<file path="src/rtl/comp_sub_seq.sv">
// comp_sub_seq: digit-serial complement-add subtractor with a serial end-around-carry pass
module comp_sub_seq #(
  parameter int DIGITS = 4
) (
  input  logic                  clk,
  input  logic                  rst_n,
  input  logic                  start,
  input  logic                  mode,
  input  logic                  in_valid,
  output logic                  in_ready,
  input  logic [3:0]            a_dig,
  input  logic [3:0]            y_dig,
  output logic                  out_valid,
  input  logic                  out_ready,
  output logic [4*DIGITS-1:0]   result,
  output logic                  neg,
  output logic                  bcd_err
);
  localparam int IW = $clog2(DIGITS);
  typedef enum logic [1:0] {IDLE, ACCUM, EAC, DONE} state_t;
  state_t state_q, state_d;
  logic mode_q, mode_d, carry_q, carry_d, neg_q, neg_d, err_q, err_d;
  logic [IW-1:0] idx_q, idx_d;
  logic [4*DIGITS-1:0] res_q, res_d;
  logic hs, last;
  logic [3:0] cur;
  logic [4:0] sum, dig;
  assign hs   = in_valid && state_q == ACCUM;
  assign last = idx_q == IW'(DIGITS - 1);
  assign cur  = res_q[4*idx_q +: 4];
  // shared digit adder: operand pair in ACCUM, stored digit plus carry in EAC; {carry, digit} out
  always_comb begin
    sum = state_q == EAC ? {1'b0, cur} + {4'b0, carry_q}
                         : {1'b0, a_dig} + {1'b0, y_dig} + {4'b0, carry_q};
    dig = !mode_q ? sum : sum > 5'd9 ? {1'b1, 4'(sum - 5'd10)} : {1'b0, sum[3:0]};
  end
  // state register
  always_ff @(posedge clk or negedge rst_n) begin
    if (!rst_n) state_q <= IDLE;
    else        state_q <= state_d;
  end
  // next state: an end carry detours through the fixed-length EAC pass
  always_comb begin
    state_d = (state_q == IDLE && start)         ? ACCUM :
              (state_q == ACCUM && hs && last)   ? (dig[4] ? EAC : DONE) :
              (state_q == EAC && last)           ? DONE :
              (state_q == DONE && out_ready)     ? IDLE : state_q;
  end
  // handshake outputs come straight from state, data outputs from registers
  always_comb begin
    in_ready  = state_q == ACCUM;
    out_valid = state_q == DONE;
    result    = res_q;
    neg       = neg_q;
    bcd_err   = err_q;
  end
  // datapath next values: clear on start, write one digit per accepted pair or EAC cycle
  always_comb begin
    mode_d  = mode_q;
    carry_d = carry_q;
    idx_d   = idx_q;
    res_d   = res_q;
    neg_d   = neg_q;
    err_d   = err_q;
    if (state_q == IDLE && start) begin
      mode_d  = mode;
      carry_d = 1'b0;
      idx_d   = '0;
      res_d   = '0;
      err_d   = 1'b0;
    end else if (hs || state_q == EAC) begin
      res_d[4*idx_q +: 4] = dig[3:0];
      carry_d = dig[4];
      idx_d   = last ? '0 : idx_q + 1'b1;
      if (hs && mode_q && (a_dig > 4'd9 || y_dig > 4'd9)) err_d = 1'b1;
      if (last) neg_d = state_q == ACCUM ? !dig[4] : 1'b0;
    end
  end
  // datapath registers
  always_ff @(posedge clk or negedge rst_n) begin
    if (!rst_n) begin
      mode_q  <= 1'b0;
      carry_q <= 1'b0;
      idx_q   <= '0;
      res_q   <= '0;
      neg_q   <= 1'b0;
      err_q   <= 1'b0;
    end else begin
      mode_q  <= mode_d;
      carry_q <= carry_d;
      idx_q   <= idx_d;
      res_q   <= res_d;
      neg_q   <= neg_d;
      err_q   <= err_d;
    end
  end
endmodule

</file>
<file path="config.mk">
export PLATFORM = sky130hd
export DESIGN_NAME = comp_sub_seq
export DESIGN_NICKNAME = d
export VERILOG_FILES = /design/src/rtl/comp_sub_seq.sv
export SDC_FILE = /design/constraint.sdc
export NUM_CORES = 1
export LEC_CHECK = 0
export CELL_PAD_IN_SITES_DETAIL_PLACEMENT = 0
export CELL_PAD_IN_SITES_GLOBAL_PLACEMENT = 2
export CORE_MARGIN = 2
export CORE_UTILIZATION = 31
export CTS_CLUSTER_SIZE = 14
export DETAILED_ROUTE_END_ITERATION = 8
export PLACE_DENSITY = 0.84
export SKIP_CTS_REPAIR_TIMING = 1
export SKIP_LAST_GASP = 1
export SLEW_MARGIN = 20
export SYNTH_ARGS = -nofsm -noshare
export SYNTH_HDL_FRONTEND = slang
export SYNTH_SLANG_ARGS = --single-unit
</file>
<file path="constraint.sdc">
create_clock -name clk -period 3.9 [get_ports clk]
set_clock_uncertainty 0.1 [all_clocks]
set_input_delay 0.975 -clock clk [delete_from_list [all_inputs] [get_ports clk]]
set_output_delay 0.975 -clock clk [all_outputs]
set_load 0.01 [all_outputs]
</file>
==> results.md, run 1 <==
- The initial antenna violation count is 0.
- The portion of synthesized area spent on multiplexers is 0.0842.
- In this run the critical register-to-register path is launched from result[0].
- The worst hold path terminates at bcd_err.
- The largest incremental delay on the critical path is 0.47 ns.
- The post-layout minimum cycle time is 3.74 ns.
- The largest total area in the synthesized netlist belongs to sky130_fd_sc_hd__dfrtp_1.
- The capturing element type of the critical path is a flop.
- The post-synthesis compound-gate area fraction was 0.208.
- In this run the cell area measured after placement is 2050 um^2.
- The iteration count of the initial detailed-routing pass is 4.
- For this block, the via count after detailed routing is 1398.
- The share of synthesized area in the top cell type comes to 0.374.
- The number of clock sinks is 24.
- The number of antenna repair diodes is 0.
- In the synthesized netlist the async set-or-reset flop fraction comes to 1.00.
- Buffers inserted during clock tree synthesis total 3.
- During synthesis, Yosys emitted a total of 0 warnings.
- Clock-pin slew was measured on the worst setup and hold paths at 0.09 ns.
- The number of vias per cell is 5.08.
- The end of the worst register-to-register path is result[10].
- The transition time at the pin with the least slew margin is 0.675 ns.
- The maximum vdd ir drop is 0.289 mV.
- Measured on the finished design, the core utilization comes to 0.423.
- The count of flip-flops with a built-in enable after synthesis is 0.
- Among all stages on the critical path, the largest delay is contributed by sky130_fd_sc_hd__fa_1.
- The clock passes through at most 2 buffers.
- The largest net degree at the start of global routing is 25.
- The die covers 5770 um^2.
- The finished cells cover 2130 um^2.
- The data required time at the worst endpoint is 3.96 ns.
- Counting flops and latches in the post-synthesis netlist gives 24.
- The min-delay analysis places its worst path in the category flop to flop.
- The number of placed I/O pins is 34.
- Setup violations remaining at the end of the flow were counted as 0.
- The kind of start point of the critical path is a primary input.
- The critical path goes through clkdlybuf4s50_1 > fa_1 > fa_1 > xor2_1 > o21ai_0 > ha_2 > a221oi_4 > and3_4 > o311ai_4 > a32o_1.
- The number of violations reported at the end of detailed-routing iteration 0 is 50.
- The floorplan step set the die width to 76.0 um.
- Of the available clock period, the critical path in the final layout requires 0.958.
- The flow ran to the end, and the final reports show no timing, DRC or antenna violations.
- Setup repair after global routing left no endpoint under its margin.
- Measured in cells, the most critical reg-to-reg path has a length of 11.
- The row count is 26.
- For this run, the top clock speed supported by timing is 268 MHz.
- Detailed placement ended at an HPWL of 3.32 mm.
- After detailed routing, the average wire length per cell comes to 15.3 um.
- Counting instances in the post-synthesis netlist gives the leading cell types as 24 x sky130_fd_sc_hd__dfrtp_1, 24 x sky130_fd_sc_hd__nand2_1, 15 x sky130_fd_sc_hd__o21ai_0.
- The maximum fanout along the worst path is 4.
- The fraction of final layout cells sized beyond drive strength 1 is 0.117.
- The insertion delay to the later sink of the worst-skew pair is 0.26 ns.
- The total overflow left after global routing is 0.
- Counting instances, the worst hold path has a depth of 2.
- After detailed routing, the number of remaining DRC violations is 0.
- CTS placed an instance of sky130_fd_sc_hd__clkbuf_8 at the clock tree root.
- The first global-routing pass estimated 7.12 mm of wire.
- Data arrives at the worst endpoint at 3.79 ns.
- Summed over all failing endpoints, the final setup total negative slack is 0 ns.
- The number of global-route vias before repair is 1421.
- The most prevalent standard cell on the critical path is sky130_fd_sc_hd__fa_1.
- The analysis attributes to cell leakage a power of 0.000918 uW.
- The average instance area after synthesis is 9.73 um^2.
- The starting density of the core is 0.318.
- The synthesized cell area is 1610 um^2.
- The count of cells in the finished layout, fillers not included, comes to 275.
- The largest family of logic cells by synthesized area is compound AO/OA/AOI/OAI gates.
- In this run the most critical hold path is launched from bcd_err.
- The port buffer count is 33.
- The total count of max-transition violations in the final report came to 0.
- Compared with the post-synthesis result, the final layout area differs by 33.0%.
- For this run, the register share of the synthesized area comes to 0.374.
- The adder and majority cell fraction of the synthesized area is 0.103.
- Measured along the y axis, the die boundary spans 76.0 um.
- Synthesis produced 165 cells.
- The flip-flop cell with the highest count after synthesis is sky130_fd_sc_hd__dfrtp_1.
- The number of H-tree levels is 1.
- The core outline area is 5040 um^2.
- The tool flagged a number of max-cap violations equal to 0.
- Synthesis produced a netlist with a net count of 191.
- The register-to-register path setup slack is 0.66 ns.
- The number of instances in the placed design is 271.
- The detail route stage leaves a number of antenna-violating nets equal to 0.
- For this run, the total global-route usage over all layers was measured as 0.150.
- The net count of the finished layout is 232.
- The post-synthesis share of cell area spent on and, or, nand and nor gates is 0.163.
- The count of different cell masters after synthesis is 42.
- The TritonCTS clock tree is built.
- The tightest slew margin relative to the limit is 0.549.
- By area the synthesized netlist is led by sky130_fd_sc_hd__dfrtp_1 37%, sky130_fd_sc_hd__ha_1 7.8%, sky130_fd_sc_hd__nand2_1 5.6%.
- The critical setup path kind is primary input to flop.
- The number of failing hold endpoints at the final stage is 0.
- The congestion estimate from routability-driven global placement came to 0.856.
- Of the total synthesized cell area, the portion taken by XOR and XNOR cells is 0.0265.
- The power density over cell area is 735 nW/um^2.
- Wires add up to 4.22 mm.
-- layer usage --
layer,routed length [um],global-route usage
met3,168,0.0250
met1,1950,0.204
met4,13,0.0255
met2,2080,0.256
met5,0,0
-- final cells by class --
cell class / count / area (um^2)
fillers: 495 / 2910
multi-input cells: 126 / 952
flip-flops and latches: 24 / 601
repair buffers: 41 / 385
well taps: 70 / 87.6
clock buffers: 3 / 41.3
inverters: 10 / 37.5
clock inverters: 1 / 30.0
-- how the worst max path moves through the flow --
stage                     slack, ns  startpoint         end  depth (start not counted)
after floorplan                0.38    a_dig[0]  result[10]                          9
after global placement         -0.1    a_dig[0]  result[10]                         10
after detailed placement      -0.15    a_dig[0]  result[10]                         10
after CTS                      0.12    a_dig[0]  result[10]                         10
after global routing           0.01    a_dig[0]  result[13]                         11
final                          0.16    a_dig[0]  result[10]                         10
-- cells by family after synthesis --
family                     after synthesis
adders and majority gates               12
AOI/OAI and AO/OA                       48
DFF                                     24
xor gates and xnor gates                 4
buffers and inverters                   15
and+or+nand+nor                         54
muxes                                    8
-- worst max-delay path: cells and delay by family --
family | cells | cell delay, ns
AOI/OAI and AO/OA | 4 | 0.80
xor gates and xnor gates | 1 | 0.20
buffers and inverters | 1 | 0.43
adders and majority gates | 3 | 1.14
and+or+nand+nor | 1 | 0.25
-- power breakdown --
group	total, uW	switching (uW)	internal (uW)
registers	417	92.5	325
logic	933	477	457
clock network	219	81.9	137
-- placed cells by master (no fill, tap or decap), types with 2 or more instances in the layout --
cell,count
sky130_fd_sc_hd__nand2b_1,4
sky130_fd_sc_hd__clkbuf_8,3
sky130_fd_sc_hd__inv_1,10
sky130_fd_sc_hd__nor2_1,10
sky130_fd_sc_hd__nand2_1,24
sky130_fd_sc_hd__nand4b_1,2
sky130_fd_sc_hd__ha_1,9
sky130_fd_sc_hd__buf_4,8
sky130_fd_sc_hd__a31oi_1,6
sky130_fd_sc_hd__nand3_1,4
sky130_fd_sc_hd__xnor2_1,2
sky130_fd_sc_hd__clkdlybuf4s50_1,32
sky130_fd_sc_hd__mux4_2,3
sky130_fd_sc_hd__o21ai_0,15
sky130_fd_sc_hd__and2_1,2
sky130_fd_sc_hd__nor2b_1,4
sky130_fd_sc_hd__mux2i_1,3
sky130_fd_sc_hd__dfrtp_1,24
sky130_fd_sc_hd__a21oi_1,11
sky130_fd_sc_hd__a22o_1,3
sky130_fd_sc_hd__fa_1,2
sky130_fd_sc_hd__a32o_1,2
-- through the flow --
step           total power [uW]  hold slack [ns]  worst slack [ns]
2_1_floorplan               973            0.427             0.378
6_report                   1570            0.415             0.165
3_3_place_gp               1310            0.385           -0.0970
5_1_grt                    1700            0.429            0.0115
3_5_place_dp               1340            0.402            -0.154
4_1_cts                    1560            0.425             0.119
-- sequential cells by signal, indices dropped and copies added (netlist names) --
register and flops:
idx_q 2, state_q 2, bcd_err 1, neg 1, result 16, carry_q 1
mode_q 1
(Power assumes the default switching activity.)
==> run 2: changes to the inputs <==
CTS_CLUSTER_SIZE = 16   (was 14)
==> results of run 2 <==
The final DEF is identical to that of run 1; final timing and power are the same.
==> run 3: changes to the inputs <==
CORE_MARGIN = 4   (was 2)
PLACE_DENSITY = default   (was 0.84)
PLACE_DENSITY_LB_ADDON = 0.1   (was default)
==> run 3 against run 2 <==
Compared with the run above: fmax decreased by 0.82%; worst hold slack got worse by 0.018 ns; sequential cell count unchanged.
==> results.md, run 3 (same netlist as run 1, synthesis figures left out) <==
- The number of antenna repair diodes came to 0 (unchanged).
- The largest net degree at the start of global routing is 25 (unchanged).
- The register-to-register path setup slack is 0.68 ns (+0.02 ns).
- The area of the die came to 6390 um^2 (+11%).
- The non-filler instance count after layout is 275 (unchanged).
- Setup repair after global routing left no endpoint under its margin.
- The sum of negative setup slack is 0 ns (unchanged).
- The number of inserted filler cells in the final layout was 489 (-1.2%).
- The transition time at the pin with the least slew margin was 0.713 ns (+0.0385 ns).
- The clock transition time at the flip-flop clock pins of the worst setup and hold paths came to 0.09 ns (about the same).
- The largest incremental delay on the critical path is 0.48 ns (about the same).
- The worst hold margin is 0.398 ns (-0.0178 ns).
- The kind of start point of the critical path is a primary input.
- The number of placed I/O pins was 34 (unchanged).
- The data required time at the worst endpoint came to 3.96 ns (about the same).
- From synthesis to final layout, the design area changed by 34.5%.
- The number of buffers created by CTS is 3 (unchanged).
- In the layout the commonest cells are 33 x sky130_fd_sc_hd__clkdlybuf4s50_1, 24 x sky130_fd_sc_hd__nand2_1, 24 x sky130_fd_sc_hd__dfrtp_1, 15 x sky130_fd_sc_hd__o21ai_0.
- The achievable clock frequency is 266 MHz (-0.82%).
- The tightest slew margin relative to the limit came to 0.524 (-0.0250).
- The number of global-route vias before repair is 1451 (+2.1%).
- The worst setup margin is 0.134 ns (-0.0310 ns).
- The number of clock sinks came to 24 (unchanged).
- The maximum root-to-sink buffer count was 2 (unchanged).
- The number of routed nets with antenna violations was 0 (unchanged).
- The number of instances in the placed design is 271 (unchanged).
- The ratio of final minimum period to clock period is 0.966 (+0.00795).
- The number of failing hold endpoints at the final stage is 0 (unchanged).
- The worst setup slack after placement is -0.170 ns (-0.0167 ns).
- The row count is 25 (-3.8%).
- The number of violations reported at the end of detailed-routing iteration 0 was 87 (+74%).
- The capturing element type of the critical path is a flop.
- The initial antenna violation count is 0 (unchanged).
- The half-perimeter wire length of the detailed placement result is 3.34 mm (+0.48%).
- The most frequent standard cell in the layout excluding fill and tap cells is sky130_fd_sc_hd__clkdlybuf4s50_1.
- The share of the core filled with cells is 0.442 (+0.0190).
- The net count of the finished layout is 235 (+1.3%).
- The iteration count of the initial detailed-routing pass is 4 (unchanged).
- The overall overflow remaining after global route is 0 (unchanged).
- The starting density of the core is 0.329 (+0.0106).
- The detailed-route wire length per cell is 15.7 um (+2.1%).
- The max-cap check violation count was 0 (unchanged).
- The total length of routed wires came to 4.31 mm (+2.1%).
- The signal on the critical path passes through clkdlybuf4s50_1 > fa_1 > fa_1 > xor2_1 > o21ai_0 > ha_2 > a221oi_4 > and3_4 > o311ai_4 > a32o_1.
- The insertion delay to the later sink of the worst-skew pair is 0.27 ns (about the same).
- The post-detailed-route DRC marker count was 0 (unchanged).
- The critical setup path kind is primary input to flop.
- The flip-flop count of the largest register, all copies and words added came to 16 (unchanged).
- The all-layer global routing usage was 0.145 (-0.00509).
- The fraction of final layout cells sized beyond drive strength 1 was 0.125 (+0.00793).
- The flow ran to the end, and the final reports show no timing, DRC or antenna violations.
- The total count of max-transition violations in the final report is 0 (unchanged).
- The routability congestion estimate is 0.860 (+0.46%).
- The standard cell with the maximum stage delay on the critical path is sky130_fd_sc_hd__fa_1.
- The arrival time of data at the critical path endpoint came to 3.83 ns (+0.04 ns).
- The global-route wire length before repair is 7.24 mm (+1.7%).
- The post-layout minimum cycle time was 3.77 ns (+0.0310 ns).
- The port buffer count is 33 (unchanged).
- The overall die width is 80.0 um (+5.3%).
- The power density over cell area is 736 nW/um^2 (about the same).
- The maximum fanout along the worst path is 4 (unchanged).
- The via count of the routed design came to 1398 (unchanged).
- The number of H-tree levels came to 1 (unchanged).
- The chip height is 80.0 um (+5.3%).
- TritonCTS built the clock tree.
- The core outline area was 4880 um^2 (-3.2%).
- By instance count, the cell type seen most on the critical path is sky130_fd_sc_hd__fa_1.
- The number of buffer and inverter stages on the critical path is 1 (unchanged).
- The leakage component of the power is 0.000933 uW (+1.6%).
- In this design, the largest share of critical-path delay is due to adder cells.
- The path category of the worst min-delay check is flop to flop.
- The number of vias per cell is 5.08 (unchanged).
- The clock root buffer is sky130_fd_sc_hd__clkbuf_8.
- The maximum vdd ir drop is 0.311 mV (+7.6%).
- The count of final setup violators came to 0 (unchanged).
[run 3: cell types whose count changed in the layout (fill, tap and decap cells not counted)]
| cell | change |
|---|---|
| sky130_fd_sc_hd__buf_4 | +3 |
| sky130_fd_sc_hd__buf_2 | -1 |
| sky130_fd_sc_hd__clkdlybuf4s50_1 | +1 |
[run 3: worst paths after layout]
path,start,endpoint,depth (start not counted)
worst min register to register,bcd_err,bcd_err,2
min in group asynchronous,rst_n,result[6],2
worst max-delay path,a_dig[0],result[10],10
worst min-delay path,bcd_err,bcd_err,2
worst max register to register,idx_q[0],result[10],11
max in group asynchronous,rst_n,result[4],2
[run 3: layout make-up]
type	count	area [um^2]	area share
Tap cell	67	83.8	0.0388
Sequential cell	24	601	0.278
Clock inverter	1	30.0	0.0139
Multi-Input combinational cell	126	952	0.441
Clock buffer	3	41.3	0.0191
Inverter	10	37.5	0.0174
Timing Repair Buffer	44	413	0.191
[run 3: layer usage]
layer / global-route usage / up-vias / wire [um]
met1: 0.201 / 682 / 2140
met2: 0.235 / 22 / 2010
met3: 0.0305 / 4 / 124
li1: - / 690 / -
met5: 0 / - / 0
met4: 0.0253 / 0 / 40
[run 3: power breakdown]
part           switching (uW)  internal (uW)  total, uW
Sequential               80.4            325        405
Clock                    80.8            137        218
Combinational             491            474        965
[run 3: per-stage QoR]
stage	power, uW	instance area (um^2)
2_1_floorplan	973	1610
3_3_place_gp	1350	2070
3_5_place_dp	1350	2070
4_1_cts	1580	2140
5_1_grt	1710	2160
6_report	1590	2160
[run 3: worst reg2reg max path, cell delays in order (launching register included)]
cell                       delay (ns)
sky130_fd_sc_hd__dfrtp_1         0.37
sky130_fd_sc_hd__mux4_1          0.58
sky130_fd_sc_hd__ha_1            0.24
sky130_fd_sc_hd__ha_1            0.25
sky130_fd_sc_hd__xnor2_2         0.30
sky130_fd_sc_hd__nand2_1         0.08
sky130_fd_sc_hd__o21ai_0         0.16
sky130_fd_sc_hd__ha_2            0.27
sky130_fd_sc_hd__a221oi_4        0.07
sky130_fd_sc_hd__and3_4          0.21
sky130_fd_sc_hd__o311ai_4        0.32
sky130_fd_sc_hd__a32o_1          0.21
==> edit 1, RTL diff (settings of run 2) <==
Set the parameter `DIGITS` to 2 (it was 4).
--- a/src/rtl/comp_sub_seq.sv
+++ b/src/rtl/comp_sub_seq.sv
@@ -2,3 +2,3 @@
 module comp_sub_seq #(
-  parameter int DIGITS = 4
+  parameter int DIGITS = 2
 ) (
Ports: changed (resized result); port bits go from 34 to 26. No check against the original RTL was run, so the function may have changed too.
==> edit 1 against run 2 <==
- global-route usage down 1.1 points
- sequential cell count down 9
- die area decreased by 30%
- final area down 33%
- wire length is 39% lower
- setup slack improved by 0.15 ns
- synthesized cell count fell by 22%
- maximum frequency is 4.2% higher
- area after synthesis decreased by 31%
- utilization fell by 0.066 points
- critical path depth increased by 3
- combinational power decreased by 30%
- total power shrank 33%
- critical path type unchanged
- largest power group unchanged
==> edit 1: results (changes against run 2) <==
status -> completed
Cell variety after synth -> 39 (-7.1%)
routed wire length -> 2.57 mm (-39%)
Synth Area in XOR/XNOR -> 0.0395 (+0.0130)
Place WS -> 0.000102 ns (+0.154 ns)
global-route wire length before repair -> 4.40 mm (-38%)
antenna fix cells -> 0 (unchanged)
Synth Warn # -> 0 (unchanged)
most common flop cell mapped by yosys -> dfrtp_1
sequential area share after synthesis -> 0.339 (-0.0351)
syn_nets -> 151 (-21%)
Buffers on Ports -> 25 (-24%)
initial DRC count -> 48 (-4.0%)
ys async rst share -> 1.00 (unchanged)
Clock Latency Late Sink -> 0.28 ns (+0.02 ns)
Synth Area in Adders -> 0.115 (+0.0124)
Max clock buf depth -> 2 (unchanged)
largest net degree at the start of global routing -> 16 (-36%)
Peak VDD IR -> 0.189 mV (-35%)
clock slew at reported path FFs -> 0.10 ns
synthesized instance count -> 128 (-22%)
mux share of post-synthesis cell area -> 0.0599 (-0.0243)
Critical Path Max Stage Delay -> 0.50 ns (+0.03 ns)
max FFs per register -> 8 (-8)
leakage -> 0.616 nW (-33%)
Vias -> 981 (-30%)
CP max FO -> 3 (-1)
CTS HTree Levels -> 1 (unchanged)
compound-cell area share of the yosys netlist -> 0.200 (-0.00811)
DR pass1 iterations -> 4 (unchanged)
nets -> 178 (-23%)
P_sw -> 0.000466 W (-28%)
Tot GR Track Use -> 0.140 (-0.0106)
Rel. slew slack -> 0.440 (-0.109)
CP delay by family, top -> adder cells
Num CTS Buffers -> 3 (unchanged)
fill count -> 353 (-29%)
Crit path arrival time -> 3.70 ns (-0.09 ns)
largest cells by area after synthesis -> dfrtp_1 34%, ha_1 7.9%, nand2_1 7.1%
Slowest-stage cell, CP -> fa_1
global placer's final weighted congestion -> 0.768 (-10%)
non-filler cells, final -> 200 (-27%)
root buffer cell -> clkbuf_4
share of cells above drive strength 1 -> 0.0649 (-0.0521)
synth cell count leaders -> 21 x nand2_1, 15 x dfrtp_1, 10 x nor2_1
DP Wirelength -> 2.15 mm (-35%)
[edit 1: cell types whose count changed after synthesis, moves of 5 or more]
| cell | run 2 | this run |
|---|---|---|
| a21oi_1 | 11 | 5 |
| a31oi_1 | 6 | 1 |
| dfrtp_1 | 24 | 15 |
| inv_1 | 10 | 5 |
| o21ai_0 | 15 | 4 |
| o21ai_1 | 0 | 8 |
[edit 1: layer usage]
| layer | GRT usage | wire, um |
|---|---|---|
| met5 | 0 | 0 |
| met4 | 0.0652 | 57 |
| met3 | 0.0264 | 88 |
| met2 | 0.230 | 1230 |
| met1 | 0.176 | 1190 |
[edit 1: path summary, 6_finish.rpt]
check	from	to	slack (ns)	cells past startpoint
worst max-delay path	a_dig[0]	result[2]	0.32	13
worst min-delay path	neg	neg	0.41	1
max in group asynchronous	rst_n	mode_q	2.28	1
worst min register to register	neg	neg	0.41	1
worst max register to register	result[4]	result[2]	0.97	12
min in group asynchronous	rst_n	state_q[1]	0.99	1
[edit 1: area by class of cell]
| class | count | area [um^2] | share of cell area |
|---|---|---|---|
| Clock buffer | 3 | 22.5 | 0.0157 |
| Clock inverter | 1 | 5.00 | 0.00349 |
| Inverter | 5 | 18.8 | 0.0131 |
| Multi-Input combinational cell | 103 | 688 | 0.480 |
| Sequential cell | 15 | 375 | 0.262 |
| Tap cell | 46 | 57.6 | 0.0402 |
| Timing Repair Buffer | 27 | 265 | 0.185 |
[edit 1: power by group through the flow]
stage	Clock [W]	Sequential, W	Combinational, W
after floorplan	0	0.000291	0.000443
after global placement	0	0.000304	0.000653
after detailed placement	0	0.000305	0.000662
after CTS	0.0000922	0.000301	0.000664
after global routing	0.000100	0.000314	0.000737
final	0.0000885	0.000302	0.000656
==> edit 2, RTL diff (flow settings as in run 2) <==
Made on the original files. `res_q` no longer has a reset.
--- a/src/rtl/comp_sub_seq.sv
+++ b/src/rtl/comp_sub_seq.sv
@@ -84,3 +84,2 @@
       idx_q   <= '0;
-      res_q   <= '0;
       neg_q   <= 1'b0;
@@ -91,3 +90,2 @@
       idx_q   <= idx_d;
-      res_q   <= res_d;
       neg_q   <= neg_d;
@@ -96,2 +94,6 @@
   end
+
+  always_ff @(posedge clk) begin
+    res_q <= res_d;
+  end
 endmodule
Check against the original RTL: differs if rst_n is asserted again (counterexample within 4 cycles, from zero or initial values and one cycle with rst_n low); with rst_n held inactive, the same outputs for 10 cycles.
==> edit 2 against run 2 <==
- setup slack got worse by 0.00088 ns
- sequential cell count did not move
- combinational power decreased by 6.4%
- critical path depth increased by 1
- sequential share of layout area shrank 4.4 points
- area after synthesis increased by 6.5%
- wire length is 4.3% higher
- total power is 4.4% lower
- final area grew 2.8%
- largest power group unchanged
==> edit 2: results (changes against run 2) <==
DR pass1 iterations -> 4 (unchanged)
Worst Path Required -> 4.02 ns (+0.06 ns)
Peak VDD IR -> 0.244 mV (-16%)
Tot GR Track Use -> 0.151 (+0.00122)
most common flop cell mapped by yosys -> dfxtp_1
status -> completed
global placer's final weighted congestion -> 0.792 (-7.5%)
Slowest-stage cell, CP -> fa_1
cell count after placement -> 294 (+8.5%)
fill count -> 582 (+18%)
antenna fix cells -> 0 (unchanged)
Logic pwr share -> 0.582 (-0.013)
nets -> 255 (+9.9%)
clock share of power -> 0.133 (-0.007)
Clock Latency Late Sink -> 0.27 ns
Max clock buf depth -> 2 (unchanged)
post-DR wirelength/cell -> 14.8 um (-3.7%)
initial antenna violation count -> 0 (unchanged)
Rel. slew slack -> 0.474 (-0.0744)
max FFs per register -> 16 (unchanged)
syn_nets -> 218 (+14%)
DP Wirelength -> 3.42 mm (+3.0%)
Num CTS Buffers -> 3 (unchanged)
# Max-Cap Violations -> 0 (unchanged)
global-route wire length before repair -> 7.38 mm (+3.7%)
switching share of power -> 0.437 (+0.0220)
root buffer cell -> clkbuf_8
sequential area share after synthesis -> 0.305 (-0.0696)
leakage -> 0.905 nW (-1.4%)
initial DRC count -> 56 (+12%)
CP delay by family, top -> adder cells
Critical Path Max Stage Delay -> 0.47 ns (about the same)
Synth Warn # -> 0 (unchanged)
largest cells by area after synthesis -> dfxtp_1 19%, dfrtp_1 12%, ha_1 8.8%
Place WS -> -0.198 ns (-0.0441 ns)
clock slew at reported path FFs -> 0.09 ns (about the same)
CP max FO -> 5 (+1)
Clock Power -> 0.000200 W (-9%)
type of the worst min-delay path -> reg -> reg
Cell variety after synth -> 50 (+19%)
Vias -> 1471 (+5.2%)
ys async rst share -> 0.333 (-0.667)
synth cell count leaders -> 23 x nand2_1, 22 x nor2_1, 16 x dfxtp_1
share of cells above drive strength 1 -> 0.133 (+0.0157)
largest net degree at the start of global routing -> 19 (-24%)
Avg Cell Area, Syn -> 9.00 um^2 (-7.5%)
Buffers on Ports -> 33 (unchanged)
CTS HTree Levels -> 1 (unchanged)
non-filler cells, final -> 298 (+8.4%)
## edit 2: layer usage
metal / part of all wire / GRT usage / vias up
met2: 0.46 / 0.254 / 30
met4: 0.014 / 0.0368 / 0
met1: 0.49 / 0.202 / 676
met5: 0 / 0 / -
met3: 0.035 / 0.0264 / 8
li1: - / - / 757
## edit 2: cells by family (layout without fill, tap and decap cells)
kind of cell,after synthesis,after routing,synth area share
mux,9,9,0.0805
compound gates,48,48,0.214
buf+inv,18,54,0.0571
xor+xnor,3,3,0.0154
simple gates,74,74,0.217
fa+ha+maj,14,14,0.111
flops,24,24,0.305
## edit 2: final timing paths
| check | startpoint | endpoint | slack (ns) | depth (start not counted) |
|---|---|---|---|---|
| min | result[7] | result[7] | 0.38 | 2 |
| max reg2reg | idx_q[1] | result[1] | 0.61 | 12 |
| min reg2reg | result[7] | result[7] | 0.38 | 2 |
| max | a_dig[0] | result[1] | 0.16 | 11 |
| min in group asynchronous | rst_n | idx_q[1] | 0.88 | 1 |
| max in group asynchronous | rst_n | carry_q | 2.54 | 1 |
## edit 2: layout make-up
type / count / area (um^2) / share of cell area
Multi-Input combinational cell: 148 / 1090 / 0.498
Sequential cell: 24 / 520 / 0.237
Timing Repair Buffer: 41 / 390 / 0.178
Tap cell: 72 / 90.1 / 0.0410
Clock buffer: 4 / 66.3 / 0.0302
Inverter: 9 / 33.8 / 0.0154
## edit 2: metrics by stage
| step | area (um^2) | utilization |
|---|---|---|
| 2_1_floorplan | 1710 | - |
| 3_3_place_gp | 2130 | 0.393 |
| 3_5_place_dp | 2130 | 0.393 |
| 4_1_cts | 2190 | 0.406 |
| 5_1_grt | 2190 | 0.406 |
| 6_report | 2190 | 0.406 |
